`src/rtl/ssd_pkg.sv`:
```
// ---------------------------------------------------------------------------
// ssd_pkg
// Shared constants and helpers for the seven-segment scan display path.
//   seg_t        : 7-bit active-low segment vector, bit order {a,b,c,d,e,f,g}
//   SEG_OFF      : all segments dark
//   CATH_*       : where the segment field and decimal point sit inside the
//                  8-bit cathode bus {Ca,Cb,Cc,Cd,Ce,Cf,Cg,Dp}
//   hex_to_seg() : hex nibble to active-low segment pattern
// ---------------------------------------------------------------------------
package ssd_pkg;

    typedef logic [6:0] seg_t;

    localparam seg_t SEG_OFF = 7'h7F;

    localparam int CATH_DP_BIT  = 0;
    localparam int CATH_SEG_LSB = 1;
    localparam int CATH_SEG_MSB = 7;

    function automatic seg_t hex_to_seg(input logic [3:0] nibble);
        seg_t seg;
        case (nibble)
            4'h0:    seg = 7'b0000001;
            4'h1:    seg = 7'b1001111;
            4'h2:    seg = 7'b0010010;
            4'h3:    seg = 7'b0000110;
            4'h4:    seg = 7'b1001100;
            4'h5:    seg = 7'b0100100;
            4'h6:    seg = 7'b0100000;
            4'h7:    seg = 7'b0001111;
            4'h8:    seg = 7'b0000000;
            4'h9:    seg = 7'b0000100;
            4'hA:    seg = 7'b0001000;
            4'hB:    seg = 7'b1100000;
            4'hC:    seg = 7'b0110001;
            4'hD:    seg = 7'b1000010;
            4'hE:    seg = 7'b0110000;
            default: seg = 7'b0111000;
        endcase
        return seg;
    endfunction

endpackage

```
`src/rtl/ssd_hex_decode.sv`:
```
// ---------------------------------------------------------------------------
// ssd_hex_decode
// Purely combinational hex-to-seven-segment decoder.
//   nibble_i : 4-bit hex value
//   seg_o    : active-low segments {a,b,c,d,e,f,g}
// ---------------------------------------------------------------------------
module ssd_hex_decode
    import ssd_pkg::*;
(
    input  logic [3:0] nibble_i,
    output seg_t       seg_o
);

    assign seg_o = hex_to_seg(nibble_i);

endmodule

```
`src/rtl/ssd_scan_ctrl.sv`:
```
// ---------------------------------------------------------------------------
// ssd_scan_ctrl
// N-digit multiplexed seven-segment scan controller with a double-buffered,
// frame-synchronous load handshake, leading-zero blanking, per-digit decimal
// points and per-digit blink.
//
// Ports
//   board_clk    : system clock
//   Reset_Pulse  : asynchronous active-high reset
//   Load         : one-cycle request to capture Data_In/Dp_In/Blink_En
//   Data_In      : hex nibbles, digit k at [4k+3:4k], digit N_DIGITS-1 leftmost
//   Dp_In        : decimal point per digit, 1 = lit
//   Blink_En     : blink enable per digit
//   Blank_Lz     : live leading-zero blanking enable
//   Load_Pending : captured data is waiting for the frame boundary
//   Load_Ack     : one-cycle pulse when pending data becomes active
//   An           : active-low anodes, one-hot-low or all ones
//   Cathodes     : active-low {Ca,Cb,Cc,Cd,Ce,Cf,Cg,Dp}
// ---------------------------------------------------------------------------
module ssd_scan_ctrl
    import ssd_pkg::*;
#(
    parameter int N_DIGITS     = 4,
    parameter int SCAN_DIV_W   = 18,
    parameter int BLINK_FRAMES = 48
) (
    input  logic                    board_clk,
    input  logic                    Reset_Pulse,
    input  logic                    Load,
    input  logic [4*N_DIGITS-1:0]   Data_In,
    input  logic [N_DIGITS-1:0]     Dp_In,
    input  logic [N_DIGITS-1:0]     Blink_En,
    input  logic                    Blank_Lz,
    output logic                    Load_Pending,
    output logic                    Load_Ack,
    output logic [N_DIGITS-1:0]     An,
    output logic [7:0]              Cathodes
);

    localparam int IDX_W  = $clog2(N_DIGITS);
    localparam int BCNT_W = (BLINK_FRAMES > 1) ? $clog2(BLINK_FRAMES) : 1;

    localparam logic [IDX_W-1:0]  IDX_LAST  = IDX_W'(N_DIGITS - 1);
    localparam logic [BCNT_W-1:0] BCNT_LAST = BCNT_W'(BLINK_FRAMES - 1);

    logic [SCAN_DIV_W-1:0]  prescaler_q, prescaler_d;
    logic [IDX_W-1:0]       idx_q, idx_d;
    logic [BCNT_W-1:0]      frame_cnt_q, frame_cnt_d;
    logic                   phase_q, phase_d;

    logic [4*N_DIGITS-1:0]  pend_data_q, pend_data_d;
    logic [N_DIGITS-1:0]    pend_dp_q, pend_dp_d;
    logic [N_DIGITS-1:0]    pend_blink_q, pend_blink_d;
    logic [4*N_DIGITS-1:0]  act_data_q, act_data_d;
    logic [N_DIGITS-1:0]    act_dp_q, act_dp_d;
    logic [N_DIGITS-1:0]    act_blink_q, act_blink_d;
    logic                   pending_q, pending_d;
    logic                   ack_q, ack_d;

    logic [N_DIGITS-1:0]    an_q, an_d;
    logic [7:0]             cath_q, cath_d;

    logic                   tick;
    logic                   frame_end;
    logic [IDX_W-1:0]       digit_sel;
    logic [N_DIGITS-1:0]    lz_blank;
    logic [3:0]             sel_nibble;
    logic                   sel_dp;
    logic                   sel_blink;
    logic                   sel_blank;
    seg_t                   sel_seg;

    assign tick      = &prescaler_q;
    assign frame_end = tick && (idx_q == IDX_LAST);

    // Scan starts at the leftmost digit, so slot idx shows digit N-1-idx.
    assign digit_sel = IDX_LAST - idx_q;

    // Prescaler, scan index and blink phase. The blink counter only advances
    // at frame boundaries so a digit never goes dark partway through a frame.
    always_comb begin
        prescaler_d = prescaler_q + 1'b1;
        idx_d       = idx_q;
        frame_cnt_d = frame_cnt_q;
        phase_d     = phase_q;
        if (tick) begin
            idx_d = (idx_q == IDX_LAST) ? '0 : idx_q + 1'b1;
        end
        if (frame_end) begin
            if (frame_cnt_q == BCNT_LAST) begin
                frame_cnt_d = '0;
                phase_d     = ~phase_q;
            end else begin
                frame_cnt_d = frame_cnt_q + 1'b1;
            end
        end
    end

    // Double-buffered load. A Load on the frame_end cycle still lets the
    // previously pending data commit, because the active copy takes the old
    // pending registers while the new capture lands in them.
    always_comb begin
        pend_data_d  = pend_data_q;
        pend_dp_d    = pend_dp_q;
        pend_blink_d = pend_blink_q;
        act_data_d   = act_data_q;
        act_dp_d     = act_dp_q;
        act_blink_d  = act_blink_q;
        if (Load) begin
            pend_data_d  = Data_In;
            pend_dp_d    = Dp_In;
            pend_blink_d = Blink_En;
        end
        if (frame_end && pending_q) begin
            act_data_d  = pend_data_q;
            act_dp_d    = pend_dp_q;
            act_blink_d = pend_blink_q;
        end
        pending_d = Load || (pending_q && !frame_end);
        ack_d     = frame_end && pending_q;
    end

    // A digit is a leading zero when it and every digit to its left are zero.
    // Walking down from the leftmost digit accumulates that condition.
    always_comb begin : lz_calc
        logic higher_zero;
        higher_zero = 1'b1;
        lz_blank    = '0;
        for (int k = N_DIGITS - 1; k >= 1; k--) begin
            higher_zero = higher_zero && (act_data_q[4*k +: 4] == 4'h0);
            lz_blank[k] = Blank_Lz && higher_zero;
        end
    end

    always_comb begin
        sel_nibble = 4'h0;
        sel_dp     = 1'b0;
        sel_blink  = 1'b0;
        sel_blank  = 1'b0;
        for (int k = 0; k < N_DIGITS; k++) begin
            if (digit_sel == IDX_W'(k)) begin
                sel_nibble = act_data_q[4*k +: 4];
                sel_dp     = act_dp_q[k];
                sel_blink  = act_blink_q[k];
                sel_blank  = lz_blank[k];
            end
        end
    end

    ssd_hex_decode u_hex_decode (
        .nibble_i (sel_nibble),
        .seg_o    (sel_seg)
    );

    // Blinking darkens the anode only; a blanked digit keeps its Dp.
    always_comb begin
        an_d = '1;
        for (int k = 0; k < N_DIGITS; k++) begin
            if (digit_sel == IDX_W'(k)) begin
                an_d[k] = phase_q && sel_blink;
            end
        end
        cath_d                            = 8'hFF;
        cath_d[CATH_SEG_MSB:CATH_SEG_LSB] = sel_blank ? SEG_OFF : sel_seg;
        cath_d[CATH_DP_BIT]               = ~sel_dp;
    end

    always_ff @(posedge board_clk or posedge Reset_Pulse) begin
        if (Reset_Pulse) begin
            prescaler_q  <= '0;
            idx_q        <= '0;
            frame_cnt_q  <= '0;
            phase_q      <= 1'b0;
            pend_data_q  <= '0;
            pend_dp_q    <= '0;
            pend_blink_q <= '0;
            act_data_q   <= '0;
            act_dp_q     <= '0;
            act_blink_q  <= '0;
            pending_q    <= 1'b0;
            ack_q        <= 1'b0;
            an_q         <= '1;
            cath_q       <= 8'hFF;
        end else begin
            prescaler_q  <= prescaler_d;
            idx_q        <= idx_d;
            frame_cnt_q  <= frame_cnt_d;
            phase_q      <= phase_d;
            pend_data_q  <= pend_data_d;
            pend_dp_q    <= pend_dp_d;
            pend_blink_q <= pend_blink_d;
            act_data_q   <= act_data_d;
            act_dp_q     <= act_dp_d;
            act_blink_q  <= act_blink_d;
            pending_q    <= pending_d;
            ack_q        <= ack_d;
            an_q         <= an_d;
            cath_q       <= cath_d;
        end
    end

    assign Load_Pending = pending_q;
    assign Load_Ack     = ack_q;
    assign An           = an_q;
    assign Cathodes     = cath_q;

endmodule
```
`config.mk`:
```
export PLATFORM = sky130hd
export DESIGN_NAME = ssd_scan_ctrl
export DESIGN_NICKNAME = d
export VERILOG_FILES = /design/src/rtl/ssd_pkg.sv /design/src/rtl/ssd_hex_decode.sv /design/src/rtl/ssd_scan_ctrl.sv
export SDC_FILE = /design/constraint.sdc
export NUM_CORES = 1
export LEC_CHECK = 0
export CELL_PAD_IN_SITES_DETAIL_PLACEMENT = 1
export CELL_PAD_IN_SITES_GLOBAL_PLACEMENT = 1
export CORE_MARGIN = 2
export CORE_UTILIZATION = 46
export CTS_CLUSTER_SIZE = 20
export DETAILED_ROUTE_END_ITERATION = 10
export PLACE_DENSITY = 0.78
export REMOVE_ABC_BUFFERS = 1
export SYNTH_ARGS = -nofsm -noshare
export SYNTH_HDL_FRONTEND = slang
export SYNTH_SLANG_ARGS = --single-unit
export TNS_END_PERCENT = 100
```
`constraint.sdc`:
```
create_clock -name board_clk -period 4.35 [get_ports board_clk]
set_input_delay 1.0875 -clock board_clk [delete_from_list [all_inputs] [get_ports board_clk]]
set_output_delay 1.0875 -clock board_clk [all_outputs]
set_load 0.01 [all_outputs]
```
==> results.md <==
* Lkg Pwr at ~0.0021 uW
* Total power at 1470 uW
* Effective utilization at floorplan at a little under half
* PortBufs at 41
* Setup Fix Bufs, Post-CTS at 0
* Routability cong. at 0.822
* Register area at 2240 um^2
* Multi-input gate area at 1720 um^2
* R2r endpoint: Cathodes[5]
* Flop2flop setup slack at roughly 1.6 ns
* Clk_lat worst skew at roughly 0.35 ns
* # rows at 34
* Die Ht at roughly 98 um
* DR DRC count at 0
* Final setup violation count at 0
* Number of enable flip-flop cells after synthesis at 0
* Yosys reg bits at 89
* Async SR Flop Fraction at 100%
* Per-cell routed wire length at between 15 and 20 um
* Hold endpoint: Cathodes[0]
* Commonest register cell after synthesis: dfrtp_1
* Worst r2r src: idx_q[0]
* DRT antenna net count at 0
* Skew final at 0.00961 ns
* Critical Path RT at ~4.6 ns
* Largest stage delay on the critical path at around 0.62 ns
* Total negative slack at 0 ns
* Area leader, netlist: dfrtp_1
* Die ar. at 9700 um^2
* Max Clk Rate at around 0.36 GHz
* CP Class: register to register
* Top Ports at 42
* CTS H-tree lvls at 3
* Fillers at 905
* Clock root buffer: clkbuf_8
* Rel. slew slack at ~20%
* DR iter-0 viols at 80
* Synth top area cells: dfrtp_1, mux2_2, dfstp_2
* CTS Buf Count at 9
* Synth cell types at 49
* Slew Limit Fails at 0
* CTS Hold Bufs at 0
* Die width at about 100 um
* Worst EP arrival at 3.03 ns
* Initial antenna violation count at 0
* Gate Count Post-Synth at roughly 310
* DP HPWL at 5.60 mm
* Post-synth top area share at a little under half
* Max_cap viols at 0
* Remaining global-route overflow at 0
* Mapped Area at between 4000 and 5000 um^2
* Number of global-route vias before repair at around 2.7k
* Clk sinks at 89
* CTS tree: built
* Unrepaired setup endpoints after global routing: no
* Startpoint Class: register
* Worst setup EP type: register
* Via Count at 2526
* CTS Buffer Depth at 2
* Crit-path slowest cell: a221oi_1
* Largest net degree at the start of global routing at 59
* Hold Path Cell Cnt at 1
* Seq/Total Area, Yosys at roughly 55%
* Tot GR Track Use at approximately 17%
* PD cells at 309 nW/um^2
* Crit Path Max Fanout at 19
* # diodes at 0
* Synth-to-Final Area Change at 15.5%
* Syn avg cell area at 13.1 um^2
* Final wirelength at 7.93 mm
* CP cell instances: inv_1 -> ha_1 -> a211oi_1 -> a221oi_1 -> inv_1 -> ha_1 -> o311ai_0
* Hold Startpoint: act_dp_q[3]
* Reg2Reg Depth at 7
* Vias per inst at roughly 5.5
* Core ar. at just under 9000 um^2
* Synth warn at 0
* Ratio of final minimum period to clock period at between 60 and 70%
* Post_cts resized at 0
* Type of the worst min-delay path: register to register
* Tmin final at between 2 and 3 ns
* Slew @ Worst Pin at 1.19 ns
* Maximum vdd drop at around 0.00019 V
* Nets@finish at 390
* Layout cells sized above 1 at 24.2%
* Status: complete, no violations
* First drt pass iteration count at 4
* Worst-path clk slew at 0.09 ns
* First-pass GRT wire length at between 10 and 15 mm
* Hold Fails Final Rpt at 0
state kept, by name, summed over array words and instances (netlist names):
| register | cells |
|---|---|
| Load_Pending | 1 |
| pend_data_q | 16 |
| act_blink_q | 4 |
| pend_dp_q | 4 |
| phase_q | 1 |
| pend_blink_q | 4 |
| idx_q | 2 |
| frame_cnt_q | 6 |
| prescaler_q | 18 |
| act_dp_q | 4 |
| Load_Ack | 1 |
| An | 4 |
| Cathodes | 8 |
| act_data_q | 16 |
cell families after synthesis:
kind of cell             Yosys count  synth area share, %
flip-flops                        89                 54.6
AND/OR/NAND/NOR                   75                 10.6
multiplexers                      57                 17.2
AO/OA/AOI/OAI                     33                 6.40
buffers and inverters             29                 3.66
XOR/XNOR                          18                 3.84
adder cells (fa/ha/maj)           12                 3.66
placed cells by master, fill, tap and decap left out, drive strengths merged, types with 5 or more instances in the layout:
cell type      count
nor2               7
xnor2             12
clkdlybuf4s50     41
clkbuf            10
nand3b             5
inv               13
a211oi             5
ha                12
mux2              53
and3               7
dfstp             12
nand2             15
and4               6
dfrtp             77
xor2               6
nand3             13
worst max-delay path: cells and delay by family (launching register included):
kind / cells / cell delay, ns
adder cells (fa/ha/maj): 2 / 0.89
AO/OA/AOI/OAI: 3 / 1.09
flip-flops: 1 / 0.42
buffers and inverters: 2 / 0.27
metal layers:
metal  share of wire [%]  up-vias  global-route usage [%]
met1                  45     1291                    22.1
li1                    -     1189                       -
met4                 1.3        0                    6.11
met3                 2.6       10                    2.84
met2                  51       36                    29.5
met5                   0        -                       0
power breakdown:
part	leakage [uW]	total (uW)	internal (uW)	switching, uW
combinational	0.000911	83.6	49.7	33.9
clock	0.0000875	515	215	300
sequential	0.00113	867	854	13.2
worst max path at each step:
stage / cells after the start / slack [ns] / end / start
floorplan: 1 / 0.98 / Load_Ack / Reset_Pulse
global placement: 2 / 1.45 / pend_blink_q[3] / Load
detailed placement: 2 / 1.40 / pend_dp_q[1] / Load
CTS: 7 / 1.55 / Cathodes[5] / idx_q[0]
global route: 7 / 1.19 / Cathodes[5] / idx_q[0]
finish: 7 / 1.56 / Cathodes[5] / idx_q[0]
through the flow:
step | utilization, % | std cells | area [um^2] | hold slack, ns | worst slack, ns
2_1_floorplan | - | 296 | 4000 | 0.383 | 0.975
3_3_place_gp | 52.6 | 447 | 4560 | 0.423 | 1.45
3_5_place_dp | 52.6 | 447 | 4560 | 0.447 | 1.40
4_1_cts | 54.7 | 463 | 4740 | 0.460 | 1.55
5_1_grt | 54.7 | 463 | 4740 | 0.469 | 1.19
6_report | 54.7 | 463 | 4740 | 0.454 | 1.56
Yosys cell counts (2+ instances only):
| cell | count |
|---|---|
| ha_1 | 12 |
| clkbuf_1 | 3 |
| nand2_1 | 15 |
| dfrtp_1 | 77 |
| nor2_1 | 7 |
| buf_6 | 3 |
| nand3b_1 | 5 |
| dfstp_2 | 12 |
| nor2b_1 | 4 |
| nand4_1 | 4 |
| a21oi_1 | 4 |
| o2bb2ai_1 | 2 |
| xor2_1 | 6 |
| xnor2_1 | 12 |
| inv_1 | 12 |
| mux2_4 | 19 |
| nand2b_1 | 2 |
| buf_4 | 3 |
| a211oi_1 | 4 |
| nand3_1 | 12 |
| o211ai_1 | 4 |
| mux2_2 | 33 |
| and4_1 | 6 |
| mux2i_1 | 4 |
| o21ai_0 | 3 |
| nor3b_1 | 4 |
| nor3_1 | 4 |
| and3_1 | 7 |
| a221oi_1 | 4 |
| buf_2 | 6 |
| buf_1 | 2 |
layout make-up:
class | instances | share of cell area, %
Sequential cell | 89 | 47.3
Tap cell | 108 | 2.85
Timing Repair Buffer | 43 | 8.97
Clock buffer | 10 | 2.69
Inverter | 12 | 0.976
Clock inverter | 6 | 1.08
Multi-Input combinational cell | 195 | 36.2
(Power assumes the default switching activity.)
